===== src/rtl/rank_filter_pkg.sv =====
// Shared types and width helpers for the rank-order filter.
// Slot records are sized for the widest legal configuration (32-bit samples,
// windows up to 31 deep); unused upper bits are held at zero and fall away in
// synthesis.
package rank_filter_pkg;

   localparam int MAX_DATA_W = 32;
   localparam int MAX_AGE_W  = 5;

   typedef struct packed {
      logic [MAX_DATA_W-1:0] value;
      logic [MAX_AGE_W-1:0]  age;
      logic                  occ;
   } slot_t;

   typedef enum logic [1:0] {
      OP_KEEP,
      OP_UP,
      OP_DOWN,
      OP_LOAD
   } cell_op_t;

   function automatic int idx_width(input int n);
      return (n > 1) ? $clog2(n) : 1;
   endfunction

   function automatic int cnt_width(input int n);
      return $clog2(n + 1);
   endfunction

endpackage


===== src/rtl/rank_cell.sv =====
// One window slot of the rank-order filter. Each slot compares its value with
// the incoming sample, flags itself for eviction when it holds the oldest
// sample, and on an accepted sample keeps its own contents, takes the slot
// below (shift up), takes the slot above (shift down) or loads the new sample.
module rank_cell
   import rank_filter_pkg::*;
#(
   parameter int DATA_W = 8,
   parameter int N      = 5
) (
   input  logic              clk,
   input  logic              arst_n,
   input  logic              flush,
   input  logic              accept,
   input  cell_op_t          op,
   input  logic [DATA_W-1:0] in_data,
   input  slot_t             below,
   input  slot_t             above,
   output slot_t             slot,
   output slot_t             slot_next,
   output logic              le_new,
   output logic              evict
);

   slot_t src;
   slot_t moved;

   // Select the source record for this slot and age it; a load starts fresh.
   always_comb begin
      src = slot;
      case (op)
         OP_UP:   src = below;
         OP_DOWN: src = above;
         default: src = slot;
      endcase
      moved       = src;
      moved.age   = src.occ ? (src.age + MAX_AGE_W'(1)) : '0;
      if (op == OP_LOAD) begin
         moved.value = MAX_DATA_W'(in_data);
         moved.age   = '0;
         moved.occ   = 1'b1;
      end
      slot_next = accept ? moved : slot;
   end

   // Ties count as "below" so a new sample lands above equal values.
   assign le_new = slot.occ && (slot.value <= MAX_DATA_W'(in_data));
   assign evict  = slot.occ && (slot.age == MAX_AGE_W'(N - 1));

   // Slot register; flush empties the slot.
   always_ff @(posedge clk or negedge arst_n) begin
      if (!arst_n) begin
         slot <= '0;
      end else if (flush) begin
         slot <= '0;
      end else begin
         slot <= slot_next;
      end
   end

endmodule


===== src/rtl/rank_order_filter.sv =====
// Sliding-window rank-order filter: keeps the last N accepted samples sorted
// and emits the sample at the requested rank once the window is full.
// Optional feature macro: RANK_FILTER_MINMAX_EN adds registered out_min and
// out_max ports carrying the window minimum and maximum.
module rank_order_filter
   import rank_filter_pkg::*;
#(
   parameter int DATA_W = 8,
   parameter int N      = 5,
   parameter int IDX_W  = idx_width(N)
) (
   input  logic                    clk,
   input  logic                    arst_n,
   input  logic [DATA_W-1:0]       in_data,
   input  logic                    in_valid,
   output logic                    in_ready,
   input  logic [IDX_W-1:0]        rank_sel,
   input  logic                    flush,
   output logic [DATA_W-1:0]       out_data,
   output logic                    out_valid,
   input  logic                    out_ready,
   output logic [cnt_width(N)-1:0] fill_cnt
`ifdef RANK_FILTER_MINMAX_EN
   ,
   output logic [DATA_W-1:0]       out_min,
   output logic [DATA_W-1:0]       out_max
`endif
);

   localparam int CNT_W = cnt_width(N);

   slot_t            slot_q [N];
   slot_t            slot_d [N];
   cell_op_t         op     [N];
   logic [N-1:0]     le_new;
   logic [N-1:0]     evict;
   logic [CNT_W-1:0] pos;
   logic [CNT_W-1:0] fill_nxt;
   logic [IDX_W-1:0] rank_idx;
   logic             accept;
   logic             ev_run;

   assign in_ready = !flush && (!out_valid || out_ready);
   assign accept   = in_valid && in_ready;
   assign fill_nxt = (fill_cnt == CNT_W'(N)) ? fill_cnt : (fill_cnt + CNT_W'(1));

   // Work out where the new sample lands (ignoring any evicted slot) and tell
   // each slot whether to keep, shift up, shift down over the evicted hole, or load.
   always_comb begin
      pos    = '0;
      ev_run = 1'b0;
      for (int i = 0; i < N; i++) begin
         if (le_new[i] && !evict[i]) begin
            pos = pos + CNT_W'(1);
         end
      end
      for (int j = 0; j < N; j++) begin
         op[j] = OP_KEEP;
         if (CNT_W'(j) < pos) begin
            op[j] = (ev_run || evict[j]) ? OP_DOWN : OP_KEEP;
         end else if (CNT_W'(j) == pos) begin
            op[j] = OP_LOAD;
         end else begin
            op[j] = ev_run ? OP_KEEP : OP_UP;
         end
         ev_run = ev_run || evict[j];
      end
   end

   // Out-of-range ranks clamp to the largest slot.
   always_comb begin
      rank_idx = (rank_sel > IDX_W'(N - 1)) ? IDX_W'(N - 1) : rank_sel;
   end

   for (genvar g = 0; g < N; g++) begin : g_cell
      slot_t nb_lo;
      slot_t nb_hi;
      if (g == 0) begin : g_lo_edge
         assign nb_lo = '0;
      end else begin : g_lo_mid
         assign nb_lo = slot_q[g-1];
      end
      if (g == N - 1) begin : g_hi_edge
         assign nb_hi = '0;
      end else begin : g_hi_mid
         assign nb_hi = slot_q[g+1];
      end
      rank_cell #(
         .DATA_W (DATA_W),
         .N      (N)
      ) u_cell (
         .clk       (clk),
         .arst_n    (arst_n),
         .flush     (flush),
         .accept    (accept),
         .op        (op[g]),
         .in_data   (in_data),
         .below     (nb_lo),
         .above     (nb_hi),
         .slot      (slot_q[g]),
         .slot_next (slot_d[g]),
         .le_new    (le_new[g]),
         .evict     (evict[g])
      );
   end

   // Occupancy counter; saturates at N once the window is full.
   always_ff @(posedge clk or negedge arst_n) begin
      if (!arst_n) begin
         fill_cnt <= '0;
      end else if (flush) begin
         fill_cnt <= '0;
      end else if (accept) begin
         fill_cnt <= fill_nxt;
      end
   end

   // Output register: load the post-update rank on acceptance, hold while
   // stalled, drop valid once consumed without a replacement.
   always_ff @(posedge clk or negedge arst_n) begin
      if (!arst_n) begin
         out_valid <= 1'b0;
         out_data  <= '0;
`ifdef RANK_FILTER_MINMAX_EN
         out_min   <= '0;
         out_max   <= '0;
`endif
      end else if (flush) begin
         out_valid <= 1'b0;
      end else if (accept) begin
         out_valid <= (fill_nxt == CNT_W'(N));
         out_data  <= DATA_W'(slot_d[rank_idx].value);
`ifdef RANK_FILTER_MINMAX_EN
         out_min   <= DATA_W'(slot_d[0].value);
         out_max   <= DATA_W'(slot_d[N-1].value);
`endif
      end else if (out_ready) begin
         out_valid <= 1'b0;
      end
   end

endmodule


===== config.mk =====
export PLATFORM = sky130hd
export DESIGN_NAME = rank_order_filter
export DESIGN_NICKNAME = d
export VERILOG_FILES = /design/src/rtl/rank_filter_pkg.sv /design/src/rtl/rank_cell.sv /design/src/rtl/rank_order_filter.sv
export SDC_FILE = /design/constraint.sdc
export NUM_CORES = 1
export LEC_CHECK = 0
export CORE_ASPECT_RATIO = 1.4
export CORE_UTILIZATION = 55
export DETAILED_ROUTE_END_ITERATION = 10
export PLACE_DENSITY_LB_ADDON = 0.12
export SETUP_SLACK_MARGIN = 0.5
export SYNTH_ARGS = -nofsm -noshare
export SYNTH_HDL_FRONTEND = slang
export SYNTH_HIERARCHICAL = 1
export SYNTH_SLANG_ARGS = --single-unit

===== constraint.sdc =====
create_clock -name clk -period 6.1 [get_ports clk]
set_input_delay 0.915 -clock clk [delete_from_list [all_inputs] [get_ports clk]]
set_output_delay 0.915 -clock clk [all_outputs]
set_load 0.02 [all_outputs]

==> out/metrics.yaml <==
outcome:
  status: "finished, final reports clean"
final_layout:
  fill_cells: 2054
  syn_to_final_growth_pct: 30.2
  regArea_um2: 5060
  fin_area_um2: 19800
  final_layout_size_suffix_gt1_frac: 0.290
  fin_nets: 2088
  multi_input_area_um2: 9950
placed_design:
  io_buffers: 28
  dpl-instance-area_um2: 17100
  dpl.hpwl_um: 34000
  routabilityCongestion: 0.899
clock_network:
  clk_pin_slew_ns: 0.07
  cts_buffers: 24
  postCtsHoldBufs: 0
  cts_tree: "yes"
  cts_buffer_depth: 3
  cts_root_buf: "clkbuf_16"
  h-tree-depth: 1
  clock_sinks: 202
  clock_latency_ns: 0.54
timing:
  slew_headroom: 0.176
  setup_tns_ns: 0
  slew_viol_final: 0
  finalSetupViolCount: 0
  hold_viol_final: 0
  fin_crit_sh: 0.990
  tightest_slew_ns: 1.24
  fin_worst_skew_ns: 0.00977
  fmax_ghz: 0.166
  min_period_ns: 6.04
  rsz0062_at_grt: "true"
worst_setup_path:
  max_stage_delay_ns: 0.68
  worstSetupEndpointType: "flop"
  critical_path_arrival_ns: 6.49
  critical_path_class: "flop to flop"
  start_kind: "flop"
  timing.critical_path.mode_cell: "buf_4"
  reg2reg_setup_slack_ns: 0.06
  cp_data_required_time_ns: 6.55
  crit_fanout: 6
  critical_path.slowest_cell: "dfrtp_1"
drt:
  first_pass_iters: 5
  wirelength_um: 55100
  first_iter_violations: 1331
  drc_errors: 0
  vias_per_cell: 6.38
  ant_nets: 0
  avgRoutedWirePerCell_um: 23.0
  vias: 15300
global_route:
  grt_pass1_vias: 14600
  grt_max_degree: 174
  antenna_found_initial: 4
  grt_pass1_wl_um: 80600
  track_usage: 0.374
  grt-ovfl-total: 0
min_path:
  hold_class: "input port to asynchronous set/reset pin"
power_and_ir_drop:
  peakVddDrop_uv: 283
  pwr_density_cell_nw_per_um2: 316
  leakage_nw: 8.22
floorplan:
  start_util: 0.562
  core_um2: 27000
  die_h_um: 199
  dieArea_um2: 28300
  fp-row-count: 71
  fp.dieW_um: 142
  pin_count: 29
job:
  maxCapViolations: 0
synth:
  synth_warnings: 6
  syn_area_um2: 15200
  synthesis.instances: 1739
  avgSynthCellArea_um2: 8.73
## per-stage QoR
step,power (W),util,hold slack (ns),instances,setup WS (ns)
after floorplan,0.00344,-,0.510,1814,0.0229
after global routing,0.00657,0.732,0.269,2390,-0.329
after detailed placement,0.00428,0.631,0.483,2265,-0.977
after CTS,0.00585,0.683,0.262,2351,0.338
after global placement,0.00421,0.631,0.471,2265,-0.798
final,0.00626,0.732,0.254,2392,0.0639
## registers in the layout (all words and copies together), names as in the netlist
signal	flops
out_data	8
fill_cnt	3
g_cell.u_cell/slot	190
out_valid	1
## cell usage in the layout, fill, tap and decap left out, types with 22 or more instances in the layout
| cell | count |
|---|---|
| clkbuf_16 | 35 |
| buf_12 | 26 |
| nor2b_1 | 128 |
| nor4_1 | 25 |
| a211oi_2 | 61 |
| nor3_2 | 22 |
| inv_1 | 103 |
| a22oi_1 | 130 |
| buf_6 | 39 |
| ha_1 | 49 |
| conb_1 | 76 |
| a211oi_1 | 63 |
| nor3_1 | 72 |
| a21oi_1 | 58 |
| buf_4 | 201 |
| nand2_1 | 48 |
| a22o_1 | 56 |
| o22ai_1 | 51 |
| dfrtp_1 | 201 |
| nor2_1 | 214 |
## worst paths after layout
path	startpoint	to	depth (start not counted)
worst min register to register	out_data[5]$_DFFE_PN0P_	out_data[5]$_DFFE_PN0P_	2
worst max register to register	g_cell[1].u_cell/slot[7]$_DFF_PN0_	g_cell[2].u_cell/slot[7]$_DFF_PN0_	33
worst min-delay path	arst_n	g_cell[1].u_cell/slot[11]$_DFF_PN0_	1
worst max-delay path	g_cell[1].u_cell/slot[7]$_DFF_PN0_	g_cell[2].u_cell/slot[7]$_DFF_PN0_	33
min in group clk	out_data[5]$_DFFE_PN0P_	out_data[5]$_DFFE_PN0P_	2
max in group asynchronous	arst_n	g_cell[2].u_cell/slot[7]$_DFF_PN0_	2
## per-layer routing
metal | share of wire | global-route usage
met1 | 0.35 | 0.394
met2 | 0.49 | 0.636
met3 | 0.067 | 0.0790
met4 | 0.096 | 0.320
met5 | 0.00042 | 0
## where the power goes
part | switching (W) | internal (W) | total [W]
clock network | 0.000625 | 0.000798 | 0.00142
registers | 0.000261 | 0.00150 | 0.00176
logic | 0.00162 | 0.00145 | 0.00307
## critical path, delay by kind of cell (launching register included)
family / cells / cell delay [ns]
xor gates and xnor gates: 2 / 0.25
buffers and inverters: 10 / 1.25
adders and majority gates: 4 / 1.08
DFF: 1 / 0.68
and+or+nand+nor: 7 / 1.12
AOI/OAI and AO/OA: 10 / 1.59
## repair_timing
item	4_1_cts	5_1_grt
pin swaps	52	71
gates resized for setup	98	170
setup endpoints to repair	196	175
cloned	0	11
setup buffers	43	27
## area by class of cell
type                            count  share of cell area
Antenna cell                        3            0.000380
Clock buffer                       32              0.0329
Sequential cell                   202               0.256
Tap cell                          365              0.0231
Timing Repair Buffer              310               0.157
Clock inverter                     11             0.00544
Multi-Input combinational cell   1354               0.503
Inverter                          115              0.0222
(Power assumes the default switching activity.)
